[config.mk]
export PLATFORM = sky130hd
export DESIGN_NAME = mem_port_arbiter_flat
export DESIGN_NICKNAME = d
export VERILOG_FILES = /design/src/rtl/mem_port_arbiter_pkg.sv /design/src/rtl/mem_port_arbiter_if.sv /design/src/rtl/mem_port_arbiter_lat_counter.sv /design/src/rtl/mem_port_arbiter.sv /design/src/flat_wrapper.sv
export SDC_FILE = /design/constraint.sdc
export NUM_CORES = 1
export LEC_CHECK = 0
export ABC_CLOCK_PERIOD_IN_PS = 7000
export BUFFER_PORTS_ARGS = -buffer_cell sky130_fd_sc_hd__buf_2
export CORE_ASPECT_RATIO = 0.8
export CORE_UTILIZATION = 50
export CTS_BUF_LIST = sky130_fd_sc_hd__clkbuf_4
export CTS_CLUSTER_SIZE = 40
export DETAILED_ROUTE_END_ITERATION = 10
export HOLD_SLACK_MARGIN = 0.02
export PLACE_DENSITY = 0.87
export SYNTH_ARGS = -nofsm -noshare
export SYNTH_HDL_FRONTEND = slang
export SYNTH_HIERARCHICAL = 1
export SYNTH_SLANG_ARGS = --single-unit
[constraint.sdc]
create_clock -name clk -period 7 [get_ports clk]
set_input_delay 0.35 -clock clk [delete_from_list [all_inputs] [get_ports clk]]
set_output_delay 0.35 -clock clk [all_outputs]
set_load 0.01 [all_outputs]
[src/rtl/mem_port_arbiter_pkg.sv]
// mem_port_arbiter_pkg: FSM state encodings, owner codes and latency bounds for the memory port arbiter.
package mem_port_arbiter_pkg;
  localparam logic [1:0] S_IDLE  = 2'd0;
  localparam logic [1:0] S_ISSUE = 2'd1;
  localparam logic [1:0] S_WAIT  = 2'd2;
  localparam logic [1:0] S_DONE  = 2'd3;
  localparam logic OWN_IF = 1'b0;
  localparam logic OWN_DM = 1'b1;
  localparam int MEM_LAT_MIN = 1;
  localparam int MEM_LAT_MAX = 15;
  function automatic int clamp_lat(input int lat);
    return lat < MEM_LAT_MIN ? MEM_LAT_MIN : lat > MEM_LAT_MAX ? MEM_LAT_MAX : lat;
  endfunction
endpackage

[src/rtl/mem_port_arbiter_if.sv]
// mem_port_arbiter_if: fetch, data and memory-side signals of the shared memory port.
interface mem_port_arbiter_if #(
  parameter int ADDR_W = 16,
  parameter int DATA_W = 16
);
  logic              if_req;
  logic [ADDR_W-1:0] if_addr;
  logic [DATA_W-1:0] if_rdata;
  logic              if_valid;
  logic              if_stall;
  logic              dm_req;
  logic              dm_we;
  logic              dm_byte;
  logic [ADDR_W-1:0] dm_addr;
  logic [DATA_W-1:0] dm_wdata;
  logic [DATA_W-1:0] dm_rdata;
  logic              dm_valid;
  logic              dm_stall;
  logic              mem_en;
  logic              mem_we;
  logic              mem_byte;
  logic [ADDR_W-1:0] mem_addr;
  logic [DATA_W-1:0] mem_wdata;
  logic [DATA_W-1:0] mem_rdata;
  logic              busy;
  modport master (
    output if_req, if_addr, dm_req, dm_we, dm_byte, dm_addr, dm_wdata, mem_rdata,
    input  if_rdata, if_valid, if_stall, dm_rdata, dm_valid, dm_stall,
           mem_en, mem_we, mem_byte, mem_addr, mem_wdata, busy
  );
  modport slave (
    input  if_req, if_addr, dm_req, dm_we, dm_byte, dm_addr, dm_wdata, mem_rdata,
    output if_rdata, if_valid, if_stall, dm_rdata, dm_valid, dm_stall,
           mem_en, mem_we, mem_byte, mem_addr, mem_wdata, busy
  );
endinterface

[src/rtl/mem_port_arbiter_lat_counter.sv]
// arb_lat_counter: loadable down-counter with zero flag that times the memory WAIT phase.
module arb_lat_counter #(
  parameter int W = 4
) (
  input  logic         clk,
  input  logic         rst,
  input  logic         load,
  input  logic         dec,
  input  logic [W-1:0] load_val,
  output logic         zero
);
  logic [W-1:0] cnt;
  always_ff @(posedge clk or posedge rst) begin
    if (rst) cnt <= '0;
    else if (load) cnt <= load_val;
    else if (dec && cnt != '0) cnt <= cnt - 1'b1;
  end
  assign zero = cnt == '0;
endmodule

[src/rtl/mem_port_arbiter.sv]
// mem_port_arbiter: shares one single-ported memory between fetch and data requesters, one access in flight.
// Define ARB_STARVE_GUARD_EN to force a fetch grant after STARVE_LIMIT consecutive contended data wins.
module mem_port_arbiter
  import mem_port_arbiter_pkg::*;
#(
  parameter int ADDR_W       = 16,
  parameter int DATA_W       = 16,
  parameter int MEM_LAT      = 2,
  parameter int STARVE_LIMIT = 4
) (
  input logic               clk,
  input logic               rst,
  mem_port_arbiter_if.slave bus
);
  localparam int LAT = clamp_lat(MEM_LAT);
  logic [1:0] state;
  logic       owner;
  logic       we_l;
  logic       flushed;
  logic       grant_if;
  logic       owner_req;
  logic       kill;
  logic       lat_zero;
  assign owner_req = owner == OWN_DM ? bus.dm_req : bus.if_req;
  assign kill      = flushed | ~owner_req;
  assign bus.busy     = state != S_IDLE;
  assign bus.if_stall = bus.if_req & ~bus.if_valid & ~rst;
  assign bus.dm_stall = bus.dm_req & ~bus.dm_valid & ~rst;
`ifdef ARB_STARVE_GUARD_EN
  logic [3:0] starve_cnt;
  assign grant_if = bus.if_req & (~bus.dm_req | starve_cnt == 4'(STARVE_LIMIT));
  always_ff @(posedge clk or posedge rst) begin
    if (rst) starve_cnt <= '0;
    else if (state == S_IDLE && (bus.if_req || bus.dm_req))
      starve_cnt <= grant_if ? 4'd0 : bus.if_req ? starve_cnt + 4'd1 : starve_cnt;
  end
`else
  assign grant_if = bus.if_req & ~bus.dm_req;
`endif
  arb_lat_counter #(.W(4)) u_lat (
    .clk      (clk),
    .rst      (rst),
    .load     (state == S_ISSUE),
    .dec      (state == S_WAIT),
    .load_val (4'(LAT - 1)),
    .zero     (lat_zero)
  );
  always_ff @(posedge clk or posedge rst) begin
    if (rst) begin
      state         <= S_IDLE;
      owner         <= OWN_IF;
      we_l          <= 1'b0;
      flushed       <= 1'b0;
      bus.mem_en    <= 1'b0;
      bus.mem_we    <= 1'b0;
      bus.mem_byte  <= 1'b0;
      bus.mem_addr  <= '0;
      bus.mem_wdata <= '0;
      bus.if_valid  <= 1'b0;
      bus.dm_valid  <= 1'b0;
      bus.if_rdata  <= '0;
      bus.dm_rdata  <= '0;
    end else begin
      bus.mem_en    <= 1'b0;
      bus.mem_we    <= 1'b0;
      bus.mem_byte  <= 1'b0;
      bus.mem_addr  <= '0;
      bus.mem_wdata <= '0;
      bus.if_valid  <= 1'b0;
      bus.dm_valid  <= 1'b0;
      case (state)
        S_IDLE: if (bus.if_req || bus.dm_req) begin
          state         <= S_ISSUE;
          owner         <= grant_if ? OWN_IF : OWN_DM;
          we_l          <= ~grant_if & bus.dm_we;
          flushed       <= 1'b0;
          bus.mem_en    <= 1'b1;
          bus.mem_we    <= ~grant_if & bus.dm_we;
          bus.mem_byte  <= ~grant_if & bus.dm_byte;
          bus.mem_addr  <= grant_if ? bus.if_addr : bus.dm_addr;
          bus.mem_wdata <= grant_if ? '0 : bus.dm_wdata;
        end
        S_ISSUE: begin
          state   <= S_WAIT;
          flushed <= kill;
        end
        S_WAIT: begin
          flushed <= kill;
          if (lat_zero) begin
            state <= S_DONE;
            if (!kill) begin
              if (owner == OWN_IF) begin
                bus.if_rdata <= bus.mem_rdata;
                bus.if_valid <= 1'b1;
              end else begin
                bus.dm_valid <= 1'b1;
                if (!we_l) bus.dm_rdata <= bus.mem_rdata;
              end
            end
          end
        end
        S_DONE: state <= S_IDLE;
      endcase
    end
  end
endmodule

[src/flat_wrapper.sv]
// flat-port wrapper written by rule: the top's interface ports become plain ports
module mem_port_arbiter_flat import mem_port_arbiter_pkg::*;
#(
  parameter int ADDR_W       = 16,
  parameter int DATA_W       = 16,
  parameter int MEM_LAT      = 2,
  parameter int STARVE_LIMIT = 4
)
  (clk, rst, bus_if_req, bus_if_addr, bus_dm_req, bus_dm_we, bus_dm_byte, bus_dm_addr, bus_dm_wdata, bus_mem_rdata, bus_if_rdata, bus_if_valid, bus_if_stall, bus_dm_rdata, bus_dm_valid, bus_dm_stall, bus_mem_en, bus_mem_we, bus_mem_byte, bus_mem_addr, bus_mem_wdata, bus_busy);
  mem_port_arbiter_if #(.ADDR_W(ADDR_W), .DATA_W(DATA_W)) bus_i ();
  input logic clk;
  input logic rst;
  input wire logic [$bits(bus_i.if_req)-1:0] bus_if_req;
  input wire logic [$bits(bus_i.if_addr)-1:0] bus_if_addr;
  input wire logic [$bits(bus_i.dm_req)-1:0] bus_dm_req;
  input wire logic [$bits(bus_i.dm_we)-1:0] bus_dm_we;
  input wire logic [$bits(bus_i.dm_byte)-1:0] bus_dm_byte;
  input wire logic [$bits(bus_i.dm_addr)-1:0] bus_dm_addr;
  input wire logic [$bits(bus_i.dm_wdata)-1:0] bus_dm_wdata;
  input wire logic [$bits(bus_i.mem_rdata)-1:0] bus_mem_rdata;
  output wire logic [$bits(bus_i.if_rdata)-1:0] bus_if_rdata;
  output wire logic [$bits(bus_i.if_valid)-1:0] bus_if_valid;
  output wire logic [$bits(bus_i.if_stall)-1:0] bus_if_stall;
  output wire logic [$bits(bus_i.dm_rdata)-1:0] bus_dm_rdata;
  output wire logic [$bits(bus_i.dm_valid)-1:0] bus_dm_valid;
  output wire logic [$bits(bus_i.dm_stall)-1:0] bus_dm_stall;
  output wire logic [$bits(bus_i.mem_en)-1:0] bus_mem_en;
  output wire logic [$bits(bus_i.mem_we)-1:0] bus_mem_we;
  output wire logic [$bits(bus_i.mem_byte)-1:0] bus_mem_byte;
  output wire logic [$bits(bus_i.mem_addr)-1:0] bus_mem_addr;
  output wire logic [$bits(bus_i.mem_wdata)-1:0] bus_mem_wdata;
  output wire logic [$bits(bus_i.busy)-1:0] bus_busy;
  assign bus_i.if_req = bus_if_req;
  assign bus_i.if_addr = bus_if_addr;
  assign bus_i.dm_req = bus_dm_req;
  assign bus_i.dm_we = bus_dm_we;
  assign bus_i.dm_byte = bus_dm_byte;
  assign bus_i.dm_addr = bus_dm_addr;
  assign bus_i.dm_wdata = bus_dm_wdata;
  assign bus_i.mem_rdata = bus_mem_rdata;
  assign bus_if_rdata = bus_i.if_rdata;
  assign bus_if_valid = bus_i.if_valid;
  assign bus_if_stall = bus_i.if_stall;
  assign bus_dm_rdata = bus_i.dm_rdata;
  assign bus_dm_valid = bus_i.dm_valid;
  assign bus_dm_stall = bus_i.dm_stall;
  assign bus_mem_en = bus_i.mem_en;
  assign bus_mem_we = bus_i.mem_we;
  assign bus_mem_byte = bus_i.mem_byte;
  assign bus_mem_addr = bus_i.mem_addr;
  assign bus_mem_wdata = bus_i.mem_wdata;
  assign bus_busy = bus_i.busy;
  mem_port_arbiter #(.ADDR_W(ADDR_W), .DATA_W(DATA_W), .MEM_LAT(MEM_LAT), .STARVE_LIMIT(STARVE_LIMIT)) u_core (.clk(clk), .rst(rst), .bus(bus_i));
endmodule
==> run_results.csv <==
group,metric,value,unit
drt,met2_wirelength,3.453,mm
timing,grt_setup_unrepaired,"false",
run_status,status,"complete, no violations",
pwr,power_frac_clock,20.2,%
critical_path,worst_path_most_repeated_cell,"inv_1",
timing,finalSetupViolCount,0,
drt,met3WireLength,470,um
logic_synthesis,synth_area,3119,um^2
logic_synthesis,synthCells,228,
pwr,power_density,338.3,nW/um^2
logic_synthesis,synth_edf_count,0,
critical_path,cpPeakStageDelay,0.84,ns
global_routing,grt_pass1_vias,2343,
critical_path,crit_fanout,16,
final_layout,drive_gt1_share,53.03,%
clocking,cts_max_path_buffers,2,
clocking,cts_tree,"yes",
floorplanning,initial_core_util,52.21,%
drt,wl_per_cell,14.87,um
logic_synthesis,async_flop_share,100.0,%
clocking,clockRootBuffer,"clkbuf_4",
timing,timing.setup.tns,0,ns
pwr,p_leak,2.321,nW
global_routing,grt_use_total,22.13,%
pwr,peakVddDrop,190.2,uV
timing,slew_viol_final,0,
floorplanning,fp-row-count,25,
logic_synthesis,synth_top_area_share,62.58,%
placement,place.gp.congestion,0.7814,
critical_path,critical_path_class,"reg2reg",
floorplanning,coreArea,5974,um^2
timing,max_clock_freq,361.9,MHz
critical_path,arrival,3.07,ns
clocking,clkLatencyLatePin,0.43,ns
critical_path,cp_top_family,"simple AND/OR/NAND/NOR gates",
global_routing,grt_antenna_before_repair,0,
drt,top_layer_used,"met4",
clocking,h-tree-depth,3,
final_layout,final_cells,460,
clocking,numCtsBuffers,9,
global_routing,gr-total-overflow,0,
logic_synthesis,synthDistinctLibCells,41,
logic_synthesis,ys_top_cells_by_area,"dfrtp_1, mux2_2, mux2_4",
final_layout,area_delta_synth_final,29.44,%
global_routing,grt_pass1_wl,10.98,mm
timing,skew,0.02009,ns
min_path,hp-class,"in2reg",
critical_path,cp_cell_sequence,"inv_1 > ha_1 > or3b_4 > inv_1 > nand3b_4 > nor3_4 > mux2_2",
drt,first_pass_iters,5,
pwr,p_int,897.6,uW
drt,postRouteAntennaNets,0,
clocking,clock_sinks,78,
clocking,clk_pin_slew,0.14,ns
final_layout,design_area,4038,um^2
placement,dpl_cell_area,3880,um^2
critical_path,crit_slowest_cell,"nor3_4",
logic_synthesis,synth_largest_area_cell,"dfrtp_1",
timing,finalCriticalPeriod,2.763,ns
placement,port_buffers,141,
timing,final_hold_viol_count,0,
pwr,swShare,34.29,%
pwr,netSwitchingPower,468.4,uW
floorplanning,io_pins,142,
floorplanning,die_h,72.65,um
drt,via_count,2335,
drt,drc,0,
drt,drt-total-wl,6.840,mm
drt,drt-met1-wl,2.840,mm
logic_synthesis,synth_seq_cells,78,
pwr,seqPwrFrac,46.0,%
critical_path,path_buf_inv,2,
logic_synthesis,synthFlopType,"dfrtp_1",
critical_path,end_kind,"flop",
timing,tightestPinTransition,1.045,ns
timing,slew_headroom,30.18,%
run,cap_violations,0,
drt,first_iter_violations,83,
critical_path,critPathLaunchType,"flop",
placement,dp.cells,443,
timing,finalCritPeriodShare,39.47,%
drt,drt-vias-per-instance,5.076,
final_layout,insertedDiodeCount,0,
pwr,pwr-share-comb,33.8,%
placement,dp_hpwl,4.998,mm
critical_path,worst_ep_required_time,7.31,ns
logic_synthesis,yosys_warnings,6,
final_layout,fin_nets,448,
floorplanning,dieArea,6560,um^2
final_layout,fillers,468,
floorplanning,die_w,90.31,um
logic_synthesis,avgSynthCellArea,13.68,um^2
pwr,fin_total_pwr,1.366,mW
global_routing,grt_max_degree,46,
logic_synthesis,ys_seq_area_share,62.58,%
clocking,post_cts_buffers,0,
-- state kept, by name, indices dropped and copies added (netlist names) --
register,count
u_core/bus.dm_rdata,16
u_core/owner,1
u_core/bus.dm_valid,1
u_core/bus.mem_en,1
u_core/bus.mem_wdata,16
u_core/bus.mem_we,1
u_core/flushed,1
u_core/u_lat/cnt,4
u_core/bus.mem_byte,1
u_core/we_l,1
u_core/bus.mem_addr,16
u_core/bus.if_valid,1
u_core/bus.if_rdata,16
u_core/state,2
-- kinds of logic (layout without fill, tap and decap cells) --
kind of cell,Yosys count,count (layout),share of synthesized area (%)
flip-flops,78,78,62.58
AO/OA/AOI/OAI,33,33,7.582
multiplexers,33,33,13.08
AND/OR/NAND/NOR,55,55,11.27
other,2,4,0.2408
adder cells (fa/ha/maj),4,4,1.605
buffers and inverters,23,172,3.650
-- power by group through the flow --
stage	registers, mW	logic, mW	clock network [mW]
after global routing	0.643	0.510	0.305
after global placement	0.630	0.444	0
final	0.629	0.461	0.276
after floorplan	0.678	0.241	0
after CTS	0.630	0.466	0.285
after detailed placement	0.638	0.465	0
-- stage by stage --
step / util, % / setup WS, ns / hold WS (ns)
CTS: 67.58 / 4.241 / 0.1320
floorplan: - / 4.768 / 0.1161
global route: 67.58 / 4.130 / 0.1286
detailed placement: 64.94 / 4.265 / 0.2780
global placement: 64.94 / 4.436 / 0.2755
finish: 67.58 / 4.237 / 0.1527
-- worst register-to-register path: stages, from the launching register on --
cell,delay [ns]
dfrtp_1,0.41
inv_1,0.10
ha_1,0.21
or3b_4,0.42
inv_1,0.13
nand3b_4,0.12
nor3_4,0.84
mux2_2,0.43
-- cell type report --
class                      instances  area (um^2)  share of cell area [%]
sequential                        78         1952                   48.34
tap                               81        101.3                   2.510
clock inverter                     7        80.08                   1.983
multi-input combinational        129         1061                   26.28
inverter                          12        45.04                   1.116
clock buffer                       9        67.56                   1.673
timing repair buffer             144        730.7                   18.10
-- timing repair --
| item | in CTS | in global routing |
|---|---|---|
| gates resized for setup | 0 | 0 |
| endpoints found under the hold margin | 33 | 0 |
| hold buffers | 1 | 0 |
| setup endpoints to repair | 0 | 0 |
-- synth_stat cells (3+ instances only) --
cell type / number
dfrtp_1: 78
mux2_2: 22
and3_1: 18
nor2_1: 16
a22oi_1: 15
inv_1: 10
mux2_4: 10
clkbuf_1: 6
a21oi_1: 5
ha_1: 4
nand2_1: 4
buf_2: 3
-- path summary, 6_finish.rpt --
| kind | from | endpoint | slack (ns) | cells after the start |
|---|---|---|---|---|
| worst max-delay path | u_core/u_lat/cnt[0]$_DFFE_PP0P_ | u_core/bus.dm_rdata[12]$_DFFE_PP0P_ | 4.24 | 7 |
| worst min-delay path | bus_mem_rdata[7] | u_core/bus.dm_rdata[7]$_DFFE_PP0P_ | 0.15 | 2 |
| worst max register to register | u_core/u_lat/cnt[0]$_DFFE_PP0P_ | u_core/bus.dm_rdata[12]$_DFFE_PP0P_ | 4.24 | 7 |
| worst min register to register | u_core/bus.if_rdata[13]$_DFFE_PP0P_ | u_core/bus.if_rdata[13]$_DFFE_PP0P_ | 0.52 | 1 |
| min in group asynchronous | rst | u_core/u_lat/cnt[2]$_DFFE_PP0P_ | 0.39 | 3 |
| max in group asynchronous | rst | u_core/state[0]$_DFFE_PP0P_ | 5.43 | 4 |
-- routing by layer --
layer / vias to the layer above / GRT usage [%]
met1: 1131 / 26.70
met4: 0 / 6.452
met2: 107 / 38.93
met3: 7 / 6.875
met5: - / 0
li1: 1090 / -
-- layout by cell type, fill, tap and decap left out, drive strengths merged --
cell           n
a221o          1
and3          19
o31ai          1
nor2b          2
o32a           1
a21oi          5
nor3b          2
o31a           1
mux2          32
a31o           1
o21a           1
buf          143
nand3b         2
o22a           1
clkinvlp       2
clkinv         2
dfrtp         78
a21o           1
bufinv         1
mux2i          1
nand2b         2
nor3           4
a22o           1
nand2          5
clkbuf         9
and4b          1
or3b           1
a22oi         15
nor4b          1
ha             4
inv           14
nor2          16
o21ai          4
conb           4
dlygate4sd3    1
Note: power is estimated with default switching activity, not from simulation.
